## src/rtl/alu_operand_stage_pkg.sv

```systemverilog
// Shared CPU definitions: widths, ALU opcodes and the hard-wired zero register.
package alu_operand_stage_pkg;
  localparam int CPU_DATA_W = 32;
  localparam int CPU_REG_AW = 4;
  localparam int CPU_OPC_W  = 4;
  localparam int R0         = 0;

  localparam logic [CPU_OPC_W-1:0] OPC_OR     = 4'd0;
  localparam logic [CPU_OPC_W-1:0] OPC_AND    = 4'd1;
  localparam logic [CPU_OPC_W-1:0] OPC_XOR    = 4'd2;
  localparam logic [CPU_OPC_W-1:0] OPC_ADD    = 4'd3;
  localparam logic [CPU_OPC_W-1:0] OPC_SUB    = 4'd4;
  localparam logic [CPU_OPC_W-1:0] OPC_SLL    = 4'd5;
  localparam logic [CPU_OPC_W-1:0] OPC_SRL    = 4'd6;
  localparam logic [CPU_OPC_W-1:0] OPC_SRA    = 4'd7;
  localparam logic [CPU_OPC_W-1:0] OPC_SLT    = 4'd8;
  localparam logic [CPU_OPC_W-1:0] OPC_SLTU   = 4'd9;
  localparam logic [CPU_OPC_W-1:0] OPC_LOADHI = 4'd10;
endpackage

```

## src/rtl/alu_operand_stage_operand_forward_mux.sv

```systemverilog
// Per-source operand resolution: r0 -> 0, then MEM (non-load), then WB, then held data.
module operand_forward_mux
  import alu_operand_stage_pkg::*;
#(
  parameter int DATA_W = CPU_DATA_W,
  parameter int REG_AW = CPU_REG_AW
) (
  input  logic [REG_AW-1:0] i_src,
  input  logic [DATA_W-1:0] i_held_data,
  input  logic              i_mem_we,
  input  logic              i_mem_is_load,
  input  logic [REG_AW-1:0] i_mem_rd,
  input  logic [DATA_W-1:0] i_mem_data,
  input  logic              i_wb_we,
  input  logic [REG_AW-1:0] i_wb_rd,
  input  logic [DATA_W-1:0] i_wb_data,
  output logic [DATA_W-1:0] o_operand
);
  // A load in MEM has no data yet; the stage stalls on it instead of forwarding.
  always_comb begin
    o_operand = i_held_data;
    if (i_src == REG_AW'(R0))                                     o_operand = '0;
    else if (i_mem_we && !i_mem_is_load && (i_mem_rd == i_src))   o_operand = i_mem_data;
    else if (i_wb_we && (i_wb_rd == i_src))                       o_operand = i_wb_data;
  end
endmodule

```

## src/rtl/alu_operand_stage.sv

```systemverilog
// ID/EX register in front of the ALU: captures decode, forwards from MEM/WB,
// inserts bubbles on load-use hazards, valid/ready on both sides.
module alu_operand_stage
  import alu_operand_stage_pkg::*;
#(
  parameter int DATA_W = CPU_DATA_W,
  parameter int REG_AW = CPU_REG_AW,
  parameter int OPC_W  = CPU_OPC_W,
  parameter int CNT_W  = 16
) (
  input  logic              clk,
  input  logic              reset,
  input  logic              flush,
  input  logic              in_valid,
  output logic              in_ready,
  input  logic [OPC_W-1:0]  in_opcode,
  input  logic [REG_AW-1:0] in_rs1,
  input  logic [REG_AW-1:0] in_rs2,
  input  logic [DATA_W-1:0] in_rs1_data,
  input  logic [DATA_W-1:0] in_rs2_data,
  input  logic [DATA_W-1:0] in_imm,
  input  logic              in_use_imm,
  input  logic [REG_AW-1:0] in_rd,
  input  logic              in_we,
  input  logic              mem_we,
  input  logic              mem_is_load,
  input  logic [REG_AW-1:0] mem_rd,
  input  logic [DATA_W-1:0] mem_data,
  input  logic              wb_we,
  input  logic [REG_AW-1:0] wb_rd,
  input  logic [DATA_W-1:0] wb_data,
  output logic              out_valid,
  input  logic              out_ready,
  output logic [DATA_W-1:0] alu_a,
  output logic [DATA_W-1:0] alu_b,
  output logic [OPC_W-1:0]  alu_opcode,
  output logic [REG_AW-1:0] out_rd,
  output logic              out_we,
  output logic              hazard_stall,
  output logic [CNT_W-1:0]  stall_count
);
  logic              r_valid;
  logic [OPC_W-1:0]  r_opcode;
  logic [REG_AW-1:0] r_rs1, r_rs2, r_rd;
  logic [DATA_W-1:0] r_rs1_data, r_rs2_data, r_imm;
  logic              r_use_imm, r_we;
  logic [CNT_W-1:0]  r_stall_cnt;

  logic                   w_fire_in, w_fire_out, w_hazard;
  logic [1:0][REG_AW-1:0] w_src;
  logic [1:0][DATA_W-1:0] w_held, w_fwd;

  assign w_src  = {r_rs2, r_rs1};
  assign w_held = {r_rs2_data, r_rs1_data};

  // One resolver per source operand (0 = rs1, 1 = rs2)
  for (genvar g = 0; g < 2; g++) begin : g_fwd
    operand_forward_mux #(.DATA_W(DATA_W), .REG_AW(REG_AW)) u_mux (
      .i_src(w_src[g]), .i_held_data(w_held[g]),
      .i_mem_we(mem_we), .i_mem_is_load(mem_is_load), .i_mem_rd(mem_rd), .i_mem_data(mem_data),
      .i_wb_we(wb_we), .i_wb_rd(wb_rd), .i_wb_data(wb_data),
      .o_operand(w_fwd[g])
    );
  end

  assign w_hazard = r_valid && mem_we && mem_is_load && (mem_rd != REG_AW'(R0)) &&
                    ((mem_rd == r_rs1) || (!r_use_imm && (mem_rd == r_rs2)));

  assign out_valid    = r_valid && !w_hazard;
  assign w_fire_out   = out_valid && out_ready;
  assign in_ready     = !r_valid || w_fire_out;
  assign w_fire_in    = in_valid && in_ready;
  assign hazard_stall = w_hazard;
  assign alu_a        = w_fwd[0];
  assign alu_b        = r_use_imm ? r_imm : w_fwd[1];
  assign alu_opcode   = r_opcode;
  assign out_rd       = r_rd;
  assign out_we       = r_we && out_valid;
  assign stall_count  = r_stall_cnt;

  // Holding register: flush beats capture, capture beats drain
  always_ff @(posedge clk or negedge reset) begin
    if (!reset) begin
      r_valid    <= 1'b0;
      r_opcode   <= '0;
      r_rs1      <= '0;
      r_rs2      <= '0;
      r_rs1_data <= '0;
      r_rs2_data <= '0;
      r_imm      <= '0;
      r_use_imm  <= 1'b0;
      r_rd       <= '0;
      r_we       <= 1'b0;
    end else if (flush) begin
      r_valid <= 1'b0;
    end else if (w_fire_in) begin
      r_valid    <= 1'b1;
      r_opcode   <= in_opcode;
      r_rs1      <= in_rs1;
      r_rs2      <= in_rs2;
      r_rs1_data <= in_rs1_data;
      r_rs2_data <= in_rs2_data;
      r_imm      <= in_imm;
      r_use_imm  <= in_use_imm;
      r_rd       <= in_rd;
      r_we       <= in_we;
    end else if (w_fire_out) begin
      r_valid <= 1'b0;
    end
  end

  // Saturating count of bubble cycles; survives flush
  always_ff @(posedge clk or negedge reset) begin
    if (!reset)                             r_stall_cnt <= '0;
    else if (w_hazard && (r_stall_cnt != '1)) r_stall_cnt <= r_stall_cnt + 1'b1;
  end
endmodule

```

## config.mk

```make
export PLATFORM = sky130hd
export DESIGN_NAME = alu_operand_stage
export DESIGN_NICKNAME = d
export VERILOG_FILES = /design/src/rtl/alu_operand_stage_pkg.sv /design/src/rtl/alu_operand_stage_operand_forward_mux.sv /design/src/rtl/alu_operand_stage.sv
export SDC_FILE = /design/constraint.sdc
export NUM_CORES = 1
export LEC_CHECK = 0
export ABC_CLOCK_PERIOD_IN_PS = 3700
export CAP_MARGIN = 20
export CORE_MARGIN = 2
export CORE_UTILIZATION = 45
export DETAILED_ROUTE_END_ITERATION = 12
export PLACE_DENSITY_LB_ADDON = 0.3
export SLEW_MARGIN = 15
export SYNTH_ARGS = -nofsm -noshare
export SYNTH_HDL_FRONTEND = slang
export SYNTH_SLANG_ARGS = --single-unit
```

## constraint.sdc

```tcl
create_clock -name clk -period 3.7 [get_ports clk]
set_input_delay 0.555 -clock clk [delete_from_list [all_inputs] [get_ports clk]]
set_output_delay 0.555 -clock clk [all_outputs]
set_load 0.02 [all_outputs]
```

==> impl_metrics.csv <==
group,metric,value,unit
drt,first_iter_violations,391,
grt,grt_pass1_vias,6759,
clocking,path_clk_slew,0.06,ns
timing,finalCriticalPeriod,3.55,ns
synthesis,synth.net_count,854,
floorplanning,ios,286,
worst_hold_path,hold_class,"in -> async",
placement,gp_congestion,0.846,
synthesis,synthSimpleGateAreaFrac,0.0955,
drt,first_pass_iters,5,
power_and_ir_drop,power_frac_comb,0.331,
outcome,status,"completed",
critical_path,reg2regPathDepth,5,
synthesis,synth_seq_cells,131,
timing,timing.hold.ws,0.174,ns
timing,setup_viol,0,
timing,finClkSkew,0.00731,ns
layout,final_cells,1160,
synthesis,synth_top_area_share,0.462,
clocking,cts-hold-fix-buffers,0,
drt,antenna_left,0,
floorplanning,rows,45,
synthesis,ys_types,35,
layout,layout_commonest_cell,"clkdlybuf4s50_1",
floorplanning,die_h,130,µm
critical_path,critPathLaunch,"wb_rd[0]",
floorplanning,start_util,0.463,
drt,wl_per_cell,20.1,µm
power_and_ir_drop,p_switching,1.59,mW
layout,drive_gt1_frac,0.130,
timing,fmax,0.282,GHz
power_and_ir_drop,ir_worst_vdd,0.423,mV
critical_path,arrival,2.99,ns
clocking,tritoncts,"built",
drt,num_vias,6566,
power_and_ir_drop,p_sw_frac,0.315,
layout,seqCellArea,0.00328,mm²
layout,area_growth,52.0,%
synthesis,synth_warnings,0,
critical_path,cp-start-kind,"input port",
critical_path,crit_path_end_kind,"output port",
timing,rsz0062_at_grt,"false",
drt,drc,0,
power_and_ir_drop,total_leakage_power,4.82,nW
floorplanning,coreArea,0.0153,mm²
synthesis,synthXorXnorAreaFrac,0.0333,
clocking,htree_num_levels,4,
synthesis,yosysSeqAreaShare,0.462,
layout,antennaDiodeCount,0,
synthesis,synthAdderAreaFrac,0.00176,
critical_path,cp.required,3.14,ns
layout,final_cell_mix,"clkdlybuf4s50_1, dfrtp_1, o21ai_0",
synthesis,synth_top_family_by_area,"multiplexers",
critical_path,critPathMaxFanout,22,
power_and_ir_drop,p_seq_frac,0.358,
synthesis,netlist_area,0.00710,mm²
run,drv_cap,0,
clocking,numCtsBuffers,17,
clocking,clockRootBuffer,"clkbuf_16",
timing,worst_pin_slew,0.757,ns
synthesis,synthCells,659,
critical_path,crit_end,"alu_b[22]",
grt,antenna_found_initial,0,
synthesis,synth_compound_area_frac,0.140,
power_and_ir_drop,p_total,5.05,mW
synthesis,yosysTopAreaCell,"dfrtp_1",
critical_path,rr_endpoint,"r_rs1_data[7]$_DFFE_PN0P_",
drt,drt_wl_total,23300,µm
power_and_ir_drop,power_density,468,mW/mm²
layout,final_nets,1131,
placement,portBuffers,285,
layout,fillers,1189,
critical_path,r2r_slack,1.30,ns
placement,dp.cells,1128,
floorplanning,die_w,130,µm
critical_path,rr_startpoint,"r_use_imm$_DFFE_PN0P_",
timing,drv_slew,0,
floorplanning,die_area,0.0168,mm²
clocking,cts_buffer_depth,2,
grt,grt_pass1_wl,36000,µm
synthesis,postSynthAreaPerCell,10.8,µm²
drt,post_drt_via_cell_ratio,5.66,
clocking,cts_setup_buffers,0,
clocking,insertion_delay,0.42,ns
synthesis,synth.area.top_cells,"dfrtp_1, mux2_1, mux2_2",
timing,finalHoldViolCount,0,
power_and_ir_drop,power.internal,3.46,mW
grt,gr-total-overflow,0,
synthesis,synth.area.mux_share,0.228,
grt,grt_max_degree,82,
timing,fin_tns_setup,0,ns
clocking,cts_num_sinks,131,
grt,track_usage,0.279,
layout,multi_input_area,0.00357,mm²
timing,period_share,0.959,
critical_path,timing_worst_setup_path_type,"in -> out",
timing,slew_headroom,0.496,
placement,dp.final_hpwl,16500,µm
power_and_ir_drop,p_clk_frac,0.312,
synth_stat cells:
cell / count
mux2_2: 56
nor3_1: 5
dfrtp_1: 131
nand3_1: 8
nand4_1: 7
a221o_1: 2
a221oi_1: 32
and2_1: 2
a21oi_2: 1
a22o_1: 1
mux2i_1: 32
nand2b_1: 1
nor2b_1: 1
and4_1: 3
nand2_1: 37
nand4bb_1: 1
mux2_1: 59
buf_6: 7
nor2_1: 10
or4_1: 1
ha_1: 1
o21ai_0: 97
xor2_1: 26
o22ai_1: 1
inv_1: 5
nor4_2: 2
a222oi_1: 1
buf_2: 9
nor4_1: 4
or4b_2: 1
a21oi_1: 33
a22oi_1: 1
clkbuf_1: 38
xnor2_1: 1
and3_1: 42
metrics by stage:
step           setup slack [ns]   util  cell area, µm²
2_1_floorplan             0.814      -            7100
3_3_place_gp            -0.0209  0.671           10300
3_5_place_dp            -0.0662  0.671           10300
4_1_cts                  0.0483  0.704           10800
5_1_grt                  0.0110  0.705           10800
6_report                  0.151  0.705           10800
power groups by stage:
stage	Clock (mW)	Combinational, mW	Sequential [mW]
after CTS	1.59	1.68	1.80
final	1.57	1.67	1.80
after global routing	1.66	1.80	1.83
after floorplan	0	0.868	1.80
after detailed placement	0	1.73	1.83
after global placement	0	1.71	1.82
cells by family after synthesis:
group	Yosys count
compound gates	169
buf+inv	59
simple gates	125
fa+ha+maj	1
flops	131
mux	147
xor+xnor	27
worst max-delay path: stages:
cell and delay (ns):
clkdlybuf4s50_1 0.44, buf_4 0.16, xor2_1 0.16, nor3_2 0.25, nand3_2 0.13, buf_4 0.25
a221oi_1 0.32, o21ai_0 0.13, clkdlybuf4s50_1 0.59
area by class of cell:
class / instances / share of cell area
clock buffer: 22 / 0.0430
multi-input combinational: 469 / 0.331
timing repair buffer: 312 / 0.288
tap: 211 / 0.0245
clock inverter: 10 / 0.00777
sequential: 131 / 0.304
inverter: 5 / 0.00174
layer usage:
layer  GRT usage  vias up  share of wire
met3      0.0879       44          0.085
met4      0.0980        0          0.022
met5           0        -              0
met1       0.340     3224           0.40
li1            -     3021              -
met2       0.468      277           0.49
state kept, by name (all words and copies together) (netlist names):
name,flops
r_rs1,4
out_rd,4
alu_opcode,4
r_rs2,4
r_valid,1
r_rs2_data,32
r_imm,32
r_we,1
r_use_imm,1
stall_count,16
r_rs1_data,32
how the worst min path moves through the flow:
stage / endpoint / slack (ns) / from / depth (start not counted)
2_1_floorplan: alu_opcode[0]$_DFFE_PN0P_ / 0.26 / reset / 0
3_3_place_gp: r_imm[9]$_DFFE_PN0P_ / 0.47 / r_imm[9]$_DFFE_PN0P_ / 1
3_5_place_dp: r_imm[25]$_DFFE_PN0P_ / 0.48 / r_imm[25]$_DFFE_PN0P_ / 1
4_1_cts: stall_count[0]$_DFFE_PN0P_ / 0.21 / reset / 1
5_1_grt: stall_count[0]$_DFFE_PN0P_ / 0.25 / reset / 1
6_report: stall_count[0]$_DFFE_PN0P_ / 0.17 / reset / 1
what timing repair did:
action                                 4_1_cts  5_1_grt
setup endpoints to repair                   32       15
cloned                                       0        0
gates resized for setup                     32        4
endpoints found under the hold margin        0        0
pin swaps                                    0        1
Note: power is estimated with default switching activity, not from simulation.
